--- src/rtl/fnd_scan_controller.sv ---
// ============================================================================
// fnd_scan_controller
// ----------------------------------------------------------------------------
// Drives a 4-digit multiplexed common-anode seven-segment (FND) display from
// an unsigned binary value.
//
// Three cooperating blocks:
//   1. Binary-to-BCD converter: an iterative shift-add-3 (double dabble) FSM
//      that processes one bit per clock. The displayed BCD register is only
//      written once a conversion has finished, so a partial result is never
//      visible on the display.
//   2. Scan-rate divider: counts 0..SCAN_DIV-1. Its terminal count advances
//      the digit index 0 -> 1 -> 2 -> 3 -> 0.
//   3. Output stage: registered digit enables and segment font. There is one
//      clock of latency from the digit index, the displayed register and i_en.
//
// Parameters:
//   SCAN_DIV  clocks per digit slot (>= 2)
//   VALUE_W   width of i_value
//
// Ports:
//   i_clk       system clock
//   i_reset_n   asynchronous active-low reset
//   i_en        display enable; 0 blanks all digits. The divider and the
//               converter keep running while blanked.
//   i_value     unsigned binary value to display
//   o_busy      high while a BCD conversion is in progress
//   o_digit     digit enables, one-hot active-low; bit0 = ones digit
//   o_fndfont   segments active-low, {dp,g,f,e,d,c,b,a}
//
// Optional build macro:
//   LEADING_ZERO_BLANK_EN  when defined, the thousands, hundreds and tens
//                          digits are blanked while they and every higher
//                          digit are zero. The ones digit is always shown,
//                          and overflow dashes are unaffected.
// ============================================================================
module fnd_scan_controller #(
    parameter int SCAN_DIV = 100000,
    parameter int VALUE_W  = 14
) (
    input  logic               i_clk,
    input  logic               i_reset_n,
    input  logic               i_en,
    input  logic [VALUE_W-1:0] i_value,
    output logic               o_busy,
    output logic [3:0]         o_digit,
    output logic [7:0]         o_fndfont
);

    localparam int DIV_W = (SCAN_DIV > 1) ? $clog2(SCAN_DIV) : 1;
    localparam int CNT_W = $clog2(VALUE_W + 1);

    localparam logic [1:0] ST_IDLE    = 2'd0;
    localparam logic [1:0] ST_CONVERT = 2'd1;
    localparam logic [1:0] ST_DONE    = 2'd2;

    localparam logic [7:0] FONT_BLANK = 8'hFF;
    localparam logic [7:0] FONT_DASH  = 8'hBF;

    // ------------------------------------------------------------------------
    // Segment font for one BCD nibble. Codes above 9 cannot occur from a
    // correct conversion, but they still map to blank rather than to garbage.
    // ------------------------------------------------------------------------
    function automatic logic [7:0] seg_font(input logic [3:0] nib);
        logic [7:0] f;
        case (nib)
            4'd0:    f = 8'hC0;
            4'd1:    f = 8'hF9;
            4'd2:    f = 8'hA4;
            4'd3:    f = 8'hB0;
            4'd4:    f = 8'h99;
            4'd5:    f = 8'h92;
            4'd6:    f = 8'h82;
            4'd7:    f = 8'hF8;
            4'd8:    f = 8'h80;
            4'd9:    f = 8'h90;
            default: f = FONT_BLANK;
        endcase
        return f;
    endfunction

    // ------------------------------------------------------------------------
    // Scan-rate divider and digit index
    // ------------------------------------------------------------------------
    logic [DIV_W-1:0] div_reg;
    logic [DIV_W-1:0] div_next;
    logic [1:0]       index_reg;
    logic [1:0]       index_next;
    logic             scan_tick;

    assign scan_tick = (div_reg == DIV_W'(SCAN_DIV - 1));

    always_comb begin
        div_next   = div_reg + DIV_W'(1);
        index_next = index_reg;
        if (scan_tick) begin
            div_next   = '0;
            index_next = index_reg + 2'd1;
        end
    end

    always_ff @(posedge i_clk or negedge i_reset_n) begin
        if (!i_reset_n) begin
            div_reg   <= '0;
            index_reg <= '0;
        end else begin
            div_reg   <= div_next;
            index_reg <= index_next;
        end
    end

    // ------------------------------------------------------------------------
    // Binary-to-BCD converter
    // ------------------------------------------------------------------------
    logic [1:0]         state_reg;
    logic [1:0]         state_next;
    logic [VALUE_W-1:0] value_reg;      // value being (or last) converted
    logic [VALUE_W-1:0] value_next;
    logic [15:0]        bcd_reg;        // working BCD accumulator
    logic [15:0]        bcd_next;
    logic [VALUE_W-1:0] bin_reg;        // binary bits still to shift in
    logic [VALUE_W-1:0] bin_next;
    logic [CNT_W-1:0]   iter_reg;       // iterations remaining
    logic [CNT_W-1:0]   iter_next;
    logic               busy_reg;
    logic               busy_next;
    logic [15:0]        disp_reg;       // BCD shown on the display
    logic [15:0]        disp_next;
    logic               overflow_reg;
    logic               overflow_next;

    // Add-3 correction applied to every nibble before the shift.
    logic [15:0] bcd_adj;

    generate
        for (genvar gi = 0; gi < 4; gi++) begin : g_dabble
            always_comb begin
                if (bcd_reg[gi*4 +: 4] >= 4'd5) begin
                    bcd_adj[gi*4 +: 4] = bcd_reg[gi*4 +: 4] + 4'd3;
                end else begin
                    bcd_adj[gi*4 +: 4] = bcd_reg[gi*4 +: 4];
                end
            end
        end
    endgenerate

    // The bit shifted out of the thousands digit would form a fifth digit.
    // Values large enough to need it are flagged as overflow instead, so the
    // bit is intentionally dropped.
    logic bcd_spill_unused;
    assign bcd_spill_unused = bcd_adj[15];

    always_comb begin
        state_next    = state_reg;
        value_next    = value_reg;
        bcd_next      = bcd_reg;
        bin_next      = bin_reg;
        iter_next     = iter_reg;
        busy_next     = busy_reg;
        disp_next     = disp_reg;
        overflow_next = overflow_reg;

        case (state_reg)
            ST_IDLE: begin
                // Changes that arrive while busy are not queued. The input is
                // re-compared here, so only the latest stable value is converted.
                if (i_value != value_reg) begin
                    value_next = i_value;
                    bcd_next   = '0;
                    bin_next   = i_value;
                    iter_next  = CNT_W'(VALUE_W);
                    busy_next  = 1'b1;
                    state_next = ST_CONVERT;
                end
            end

            ST_CONVERT: begin
                bcd_next  = {bcd_adj[14:0], bin_reg[VALUE_W-1]};
                bin_next  = bin_reg << 1;
                iter_next = iter_reg - CNT_W'(1);
                if (iter_reg == CNT_W'(1)) begin
                    state_next = ST_DONE;
                end
            end

            ST_DONE: begin
                // Single atomic update of the displayed digits.
                disp_next     = bcd_reg;
                overflow_next = (32'(value_reg) > 32'd9999);
                busy_next     = 1'b0;
                state_next    = ST_IDLE;
            end

            default: begin
                busy_next  = 1'b0;
                state_next = ST_IDLE;
            end
        endcase
    end

    always_ff @(posedge i_clk or negedge i_reset_n) begin
        if (!i_reset_n) begin
            state_reg    <= ST_IDLE;
            value_reg    <= '0;
            bcd_reg      <= '0;
            bin_reg      <= '0;
            iter_reg     <= '0;
            busy_reg     <= 1'b0;
            disp_reg     <= '0;
            overflow_reg <= 1'b0;
        end else begin
            state_reg    <= state_next;
            value_reg    <= value_next;
            bcd_reg      <= bcd_next;
            bin_reg      <= bin_next;
            iter_reg     <= iter_next;
            busy_reg     <= busy_next;
            disp_reg     <= disp_next;
            overflow_reg <= overflow_next;
        end
    end

    assign o_busy = busy_reg;

    // ------------------------------------------------------------------------
    // Digit selection and optional leading-zero suppression
    // ------------------------------------------------------------------------
    logic [3:0] sel_nibble;
    logic       blank_digit;

    assign sel_nibble = disp_reg[{index_reg, 2'b00} +: 4];

`ifdef LEADING_ZERO_BLANK_EN
    // zero_from[i] is set when digit i and every higher digit are zero.
    logic [3:0] zero_from;

    generate
        for (genvar gi = 0; gi < 4; gi++) begin : g_zero_from
            if (gi == 3) begin : g_top
                assign zero_from[gi] = (disp_reg[gi*4 +: 4] == 4'd0);
            end else begin : g_lower
                assign zero_from[gi] = (disp_reg[gi*4 +: 4] == 4'd0) && zero_from[gi+1];
            end
        end
    endgenerate

    // The ones digit is never blanked, so a value of zero still shows "0".
    assign blank_digit = (index_reg != 2'd0) && zero_from[index_reg];
`else
    assign blank_digit = 1'b0;
`endif

    // ------------------------------------------------------------------------
    // Registered output stage
    // ------------------------------------------------------------------------
    logic [3:0] digit_reg;
    logic [3:0] digit_next;
    logic [7:0] font_reg;
    logic [7:0] font_next;

    always_comb begin
        digit_next = 4'b1111;
        font_next  = FONT_BLANK;
        if (i_en) begin
            digit_next = ~(4'b0001 << index_reg);
            if (overflow_reg) begin
                font_next = FONT_DASH;
            end else if (blank_digit) begin
                font_next = FONT_BLANK;
            end else begin
                font_next = seg_font(sel_nibble);
            end
        end
    end

    always_ff @(posedge i_clk or negedge i_reset_n) begin
        if (!i_reset_n) begin
            digit_reg <= 4'b1111;
            font_reg  <= FONT_BLANK;
        end else begin
            digit_reg <= digit_next;
            font_reg  <= font_next;
        end
    end

    assign o_digit   = digit_reg;
    assign o_fndfont = font_reg;

endmodule

--- config.mk ---
export PLATFORM = sky130hd
export DESIGN_NAME = fnd_scan_controller
export DESIGN_NICKNAME = d
export VERILOG_FILES = /design/src/rtl/fnd_scan_controller.sv
export SDC_FILE = /design/constraint.sdc
export NUM_CORES = 1
export LEC_CHECK = 0
export CAP_MARGIN = 20
export CORE_UTILIZATION = 32
export DETAILED_ROUTE_END_ITERATION = 6
export PLACE_DENSITY = 0.57
export SYNTH_ARGS = -nofsm -noshare
export SYNTH_HDL_FRONTEND = slang
export SYNTH_SLANG_ARGS = --single-unit
--- constraint.sdc ---
create_clock -name i_clk -period 4.25 [get_ports i_clk]
set_clock_uncertainty 0.15 [all_clocks]
set_input_delay 0.85 -clock i_clk [delete_from_list [all_inputs] [get_ports i_clk]]
set_output_delay 0.85 -clock i_clk [all_outputs]
set_load 0.01 [all_outputs]
==> impl_metrics.json, run 1 <==
{
  "start_util_pct": 32.9,
  "drt_iter0_markers": 104,
  "coreArea_mm2": 0.0146,
  "yosys.cell_types.count": 47,
  "gp_congestion": 0.742,
  "drc_errors": 0,
  "grt_pass1_vias": 3207,
  "antenna_found_initial": 0,
  "ys_seq_area_share_pct": 51.3,
  "die_x_um": 125,
  "worst_ep_required_time_ns": 4.32,
  "synth_seq_cells": 98,
  "p_sw_uw": 1170,
  "sw_frac_of_total_pct": 33.9,
  "yosysWarnings": 0,
  "final_cells": 643,
  "syn_inst": 426,
  "clock_path_buffers": 2,
  "share_seq_of_total_power_pct": 43.3,
  "grt-ovfl-total": 0,
  "multiInputGateArea_mm2": 0.00217,
  "cts_tree": "yes",
  "start_kind": "input pin",
  "wirelength_um": 8570,
  "setup_violations": 0,
  "ant_nets": 0,
  "power.internal_uw": 2280,
  "diodes": 0,
  "synth_edf_count": 0,
  "syn_nets": 464,
  "htree_levels": 3,
  "p_leak_uw": 0.00246,
  "die_area_mm2": 0.0155,
  "dp_hpwl_um": 5910,
  "io_buffer_count": 28,
  "layout.nets": 492,
  "reg2reg_slack_ns": 1.78,
  "vias_per_cell": 4.72,
  "cap_violations": 0,
  "fp.dieH_um": 125,
  "finalMaxSlewViolations": 0,
  "area_delta_synth_final_pct": 15.0,
  "dp_cells": 627,
  "clockPowerShare_pct": 22.6,
  "p_comb_share_pct": 34.2,
  "status": "complete, no violations",
  "ys_async_sr_fraction_pct": 100,
  "wl_per_cell_um": 13.3,
  "relSlewSlack_pct": 39.4,
  "fin_tns_setup_ns": 0,
  "cts_buffers": 9,
  "track_usage_pct": 12.1,
  "clk_latency_ns": 0.35,
  "cts_resized": 0,
  "worst-setup-path-type": "in -> reg",
  "fmax_mhz": 326,
  "grt_pass1_wl_um": 15300,
  "vias": 3038,
  "path_max_fanout": 19,
  "final-seq-area_mm2": 0.00247,
  "hold_class": "in -> async",
  "powerDensity_mw_per_mm2": 624,
  "final.period_utilization_pct": 72.1,
  "fp-row-count": 44,
  "ir_drop_v": 0.000248,
  "synth_area_per_cell_um2": 11.3,
  "grt_setup_unrepaired": "no",
  "ios": 30,
  "cts_sinks": 98,
  "cts_hold_buf": 0,
  "num-fill-cells": 1419,
  "netlist_area_mm2": 0.00481,
  "max_slew.worst_pin.slew_ns": 0.909,
  "critPathCaptureType": "register",
  "first_pass_iters": 4,
  "postCtsSetupBuffers": 0,
  "hold_viol_final": 0,
  "cp.arrival_ns": 3.13,
  "post-route-min-period_ns": 3.06,
  "synthFlopType": "dfrtp_1",
  "largest_reg_flops": 17,
  "cts-root-buf": "clkbuf_16",
  "grt_max_degree": 45,
  "drive_gt1_share_pct": 16.1,
  "clk_pin_slew_ns": 0.07
}
-- cell usage after synthesis, types with 2 or more instances --
cell | count | area [um2]
buf_6 | 2 | 22.5
xnor2_1 | 14 | 123
nand3_1 | 7 | 35.0
mux4_2 | 4 | 90.1
nand2b_1 | 6 | 37.5
inv_1 | 18 | 67.6
nor2_1 | 21 | 78.8
o21ai_0 | 24 | 120
mux2_4 | 10 | 150
ha_1 | 21 | 263
mux2i_1 | 3 | 30.0
a21oi_1 | 14 | 70.1
dfrtp_1 | 87 | 2180
nand4_1 | 3 | 18.8
buf_4 | 2 | 15.0
nor3b_1 | 7 | 52.6
clkbuf_1 | 7 | 26.3
mux2_2 | 25 | 282
nand2_1 | 68 | 255
xor2_1 | 22 | 193
buf_2 | 2 | 10.0
a22o_1 | 9 | 78.8
nor4_1 | 6 | 37.5
and3_1 | 3 | 18.8
o2bb2ai_1 | 7 | 61.3
and4_1 | 2 | 17.5
dfstp_2 | 11 | 289
nor2b_1 | 2 | 12.5
-- power by group through the flow --
| stage | Clock [uW] | Combinational [uW] | Sequential, uW |
|---|---|---|---|
| floorplan | 0 | 925 | 1450 |
| global placement | 0 | 1160 | 1500 |
| detailed placement | 0 | 1190 | 1500 |
| CTS | 805 | 1200 | 1490 |
| global route | 846 | 1340 | 1540 |
| finish | 777 | 1180 | 1490 |
-- layer usage --
metal,GRT usage [%],share of wire (%)
met3,3.48,3.4
met1,15.8,49
met4,3.83,1.2
met5,0,0
met2,19.4,46
-- cell families after synthesis --
kind of cell	Yosys count	share of synthesized area [%]
AO/OA/AOI/OAI	61	8.25
XOR/XNOR	36	6.56
adder cells (fa/ha/maj)	21	5.47
buffers and inverters	33	3.44
flip-flops	98	51.3
multiplexers	43	11.7
other	1	0.0780
AND/OR/NAND/NOR	133	13.2
-- layout make-up --
class / count / share of cell area, %
Clock inverter: 6 / 0.906
Multi-Input combinational cell: 295 / 39.4
Sequential cell: 98 / 44.6
Inverter: 18 / 1.22
Timing Repair Buffer: 32 / 5.57
Clock buffer: 10 / 4.14
Tap cell: 184 / 4.17
-- critical path, cell delays in order --
cell and delay, ns:
clkdlybuf4s50_1 0.47, xor2_1 0.19, nor4_1 0.36, nand4_2 0.27, o21bai_4 0.52, buf_4 0.35, a22oi_1 0.13
-- placed cells by master (no fill, tap or decap), drive strengths merged, types with 11 or more instances in the layout --
cell type and count:
a21oi 14, inv 20, nor2 21, nand2 69, dfstp 11, xor2 22, o21ai 24, clkdlybuf4s50 27
ha 21, xnor2 14, mux2 36, dfrtp 87
-- worst paths after layout --
path,from,cells past startpoint,to
worst max-delay path,i_value[10],7,iter_reg[1]
worst min-delay path,i_reset_n,1,disp_reg[13]
min in group i_clk,iter_reg[3],1,iter_reg[3]
max in group asynchronous,i_reset_n,2,value_reg[1]
worst min register to register,iter_reg[3],1,iter_reg[3]
worst max register to register,value_reg[10],6,iter_reg[1]
-- stage by stage --
stage	setup WS [ns]	power, uW	hold slack [ns]	utilization (%)	area, um2
final	1.19	3450	0.250	37.9	5530
after global routing	1.11	3720	0.262	37.9	5530
after CTS	1.19	3490	0.252	37.9	5530
after detailed placement	0.823	2700	0.324	36.0	5250
after global placement	0.828	2660	0.318	36.0	5250
after floorplan	1.75	2380	0.280	-	4810
Note: power is estimated with default switching activity, not from simulation.
==> run 2: changes to the inputs <==
--- a/config.mk
+++ b/config.mk
@@ -8,7 +8,7 @@
 export CAP_MARGIN = 20
 export CORE_UTILIZATION = 32
 export DETAILED_ROUTE_END_ITERATION = 6
-export PLACE_DENSITY = 0.57
+export PLACE_DENSITY = 0.59
 export SYNTH_ARGS = -nofsm -noshare
 export SYNTH_HDL_FRONTEND = slang
 export SYNTH_SLANG_ARGS = --single-unit
==> constraint.sdc (replaced) <==
create_clock -name i_clk -period 2.8 [get_ports i_clk]
set_clock_uncertainty 0.15 [all_clocks]
set_input_delay 0.56 -clock i_clk [delete_from_list [all_inputs] [get_ports i_clk]]
set_output_delay 0.56 -clock i_clk [all_outputs]
set_load 0.01 [all_outputs]
==> run 2 against run 1 <==
Net effect: routed wire length increased by 2.9%; total power up 56%; global-route usage rose by 0.064 points; non-clock buffer count up 10; critical path depth did not move; largest power group unchanged.
==> impl_metrics.json, run 2 (same netlist as run 1, synthesis figures left out) <==
{
  "grt_pass1_wl_um": 15200,
  "cp.arrival_ns": 2.54,
  "p_leak_uw": 0.00254,
  "critPathCaptureType": "register",
  "wl_met3_um": 383,
  "final.period_utilization_pct": 87.8,
  "worst-setup-path-type": "in -> reg",
  "ios": 30,
  "coreArea_mm2": 0.0146,
  "max_slew.worst_pin.slew_ns": 0.950,
  "fp-row-count": 44,
  "htree_levels": 3,
  "layout_setup_ws_ns": 0.340,
  "grt_max_degree": 46,
  "status": "complete, no violations",
  "finalMaxSlewViolations": 0,
  "cap_violations": 0,
  "slowest_delay_ns": 0.45,
  "critPathSlowestCell": "clkdlybuf4s50_1",
  "io_buffer_count": 28,
  "clock_path_buffers": 2,
  "postCtsSetupBuffers": 0,
  "path_max_fanout": 15,
  "cts_resized": 0,
  "setup_violations": 0,
  "cts_buffers": 9,
  "wl_per_cell_um": 13.5,
  "cpLargestDelayFamily": "buffers and inverters",
  "routed.top_layer": "met4",
  "wl_met2_um": 4130,
  "critPathBufInv": 2,
  "cts-root-buf": "clkbuf_16",
  "cts_hold_buf": 0,
  "die_x_um": 125,
  "dp_hpwl_um": 6260,
  "powerDensity_mw_per_mm2": 950,
  "antenna_found_initial": 0,
  "grt_pass1_vias": 3202,
  "fin_tns_setup_ns": 0,
  "worst_ep_required_time_ns": 2.88,
  "hold_viol_final": 0,
  "drt_iter0_markers": 156,
  "drc_errors": 0,
  "area_delta_synth_final_pct": 17.7,
  "ant_nets": 0,
  "ir_drop_v": 0.000427,
  "p_comb_share_pct": 34.0,
  "p_sw_uw": 1790,
  "cts_tree": "yes",
  "wirelength_met1_um": 4210,
  "total_power_uw": 5370,
  "layout_commonest_cell": "dfrtp_1",
  "start_util_pct": 32.9,
  "sw_frac_of_total_pct": 33.3,
  "grt-ovfl-total": 0,
  "final_cell_mix": "87 x dfrtp_1, 68 x nand2_1, 27 x clkdlybuf4s50_1, 25 x mux2_2, 24 x o21ai_0",
  "dp_slack_ns": -0.0190,
  "diodes": 0,
  "fp.dieH_um": 125,
  "largest_reg_flops": 17,
  "clk_latency_ns": 0.35,
  "drive_gt1_share_pct": 18.1,
  "gp_congestion": 0.818,
  "layout.nets": 502,
  "clk_pin_slew_ns": 0.07,
  "power.internal_uw": 3590,
  "vias": 3097,
  "track_usage_pct": 12.2,
  "share_seq_of_total_power_pct": 42.3,
  "relSlewSlack_pct": 36.7,
  "reg2reg_slack_ns": 0.62,
  "start_kind": "input pin",
  "wirelength_um": 8820,
  "first_pass_iters": 4,
  "fmax_mhz": 407,
  "vias_per_cell": 4.74,
  "post-route-min-period_ns": 2.46,
  "cts_sinks": 98,
  "crit_chain": "clkdlybuf4s50_1 -> xor2_1 -> nor4_1 -> nand4_2 -> o21bai_4 -> buf_12 -> mux2_4",
  "die_area_mm2": 0.0155,
  "clockPowerShare_pct": 23.7,
  "grt_setup_unrepaired": "no",
  "hold_class": "in -> async"
}
run 2: per-stage QoR:
step                      cells  hold slack (ns)  util (%)  area [um2]
after floorplan             426            0.114         -        4810
after global placement      637            0.312      36.6        5350
after detailed placement    637            0.321      36.6        5350
after CTS                   653           0.0899      38.8        5660
after global routing        653            0.118      38.8        5660
final                       653           0.0656      38.8        5660
run 2: area by class of cell:
class	instances	area (um2)
inverter	18	67.6
multi-input combinational	295	2170
clock buffer	9	225
fill	1413	8930
clock inverter	7	83.8
sequential	98	2470
tap	184	230
timing repair buffer	42	408
run 2: layer usage:
layer / track usage (%) / vias to the layer above
li1: - / 1532
met1: 15.6 / 1507
met2: 19.9 / 48
met3: 3.52 / 10
met4: 3.76 / 0
met5: 0 / -
run 2: power by group through the flow:
stage                     sequential, uW  clock [uW]  combinational, uW
after floorplan                     2210           0               1400
after global placement              2280           0               1800
after detailed placement            2290           0               1860
after CTS                           2270        1310               1860
after global routing                2330        1370               2070
final                               2270        1270               1830
run 2: worst paths after layout:
check                                   from      endpoint  cells past startpoint
min in group i_clk               iter_reg[3]   iter_reg[3]                      1
worst max-delay path             i_value[10]    bin_reg[5]                      7
worst min-delay path               i_reset_n  value_reg[6]                      1
max in group asynchronous          i_reset_n  o_fndfont[0]                      2
worst max register to register  value_reg[6]    bin_reg[5]                      6
worst min register to register   iter_reg[3]   iter_reg[3]                      1
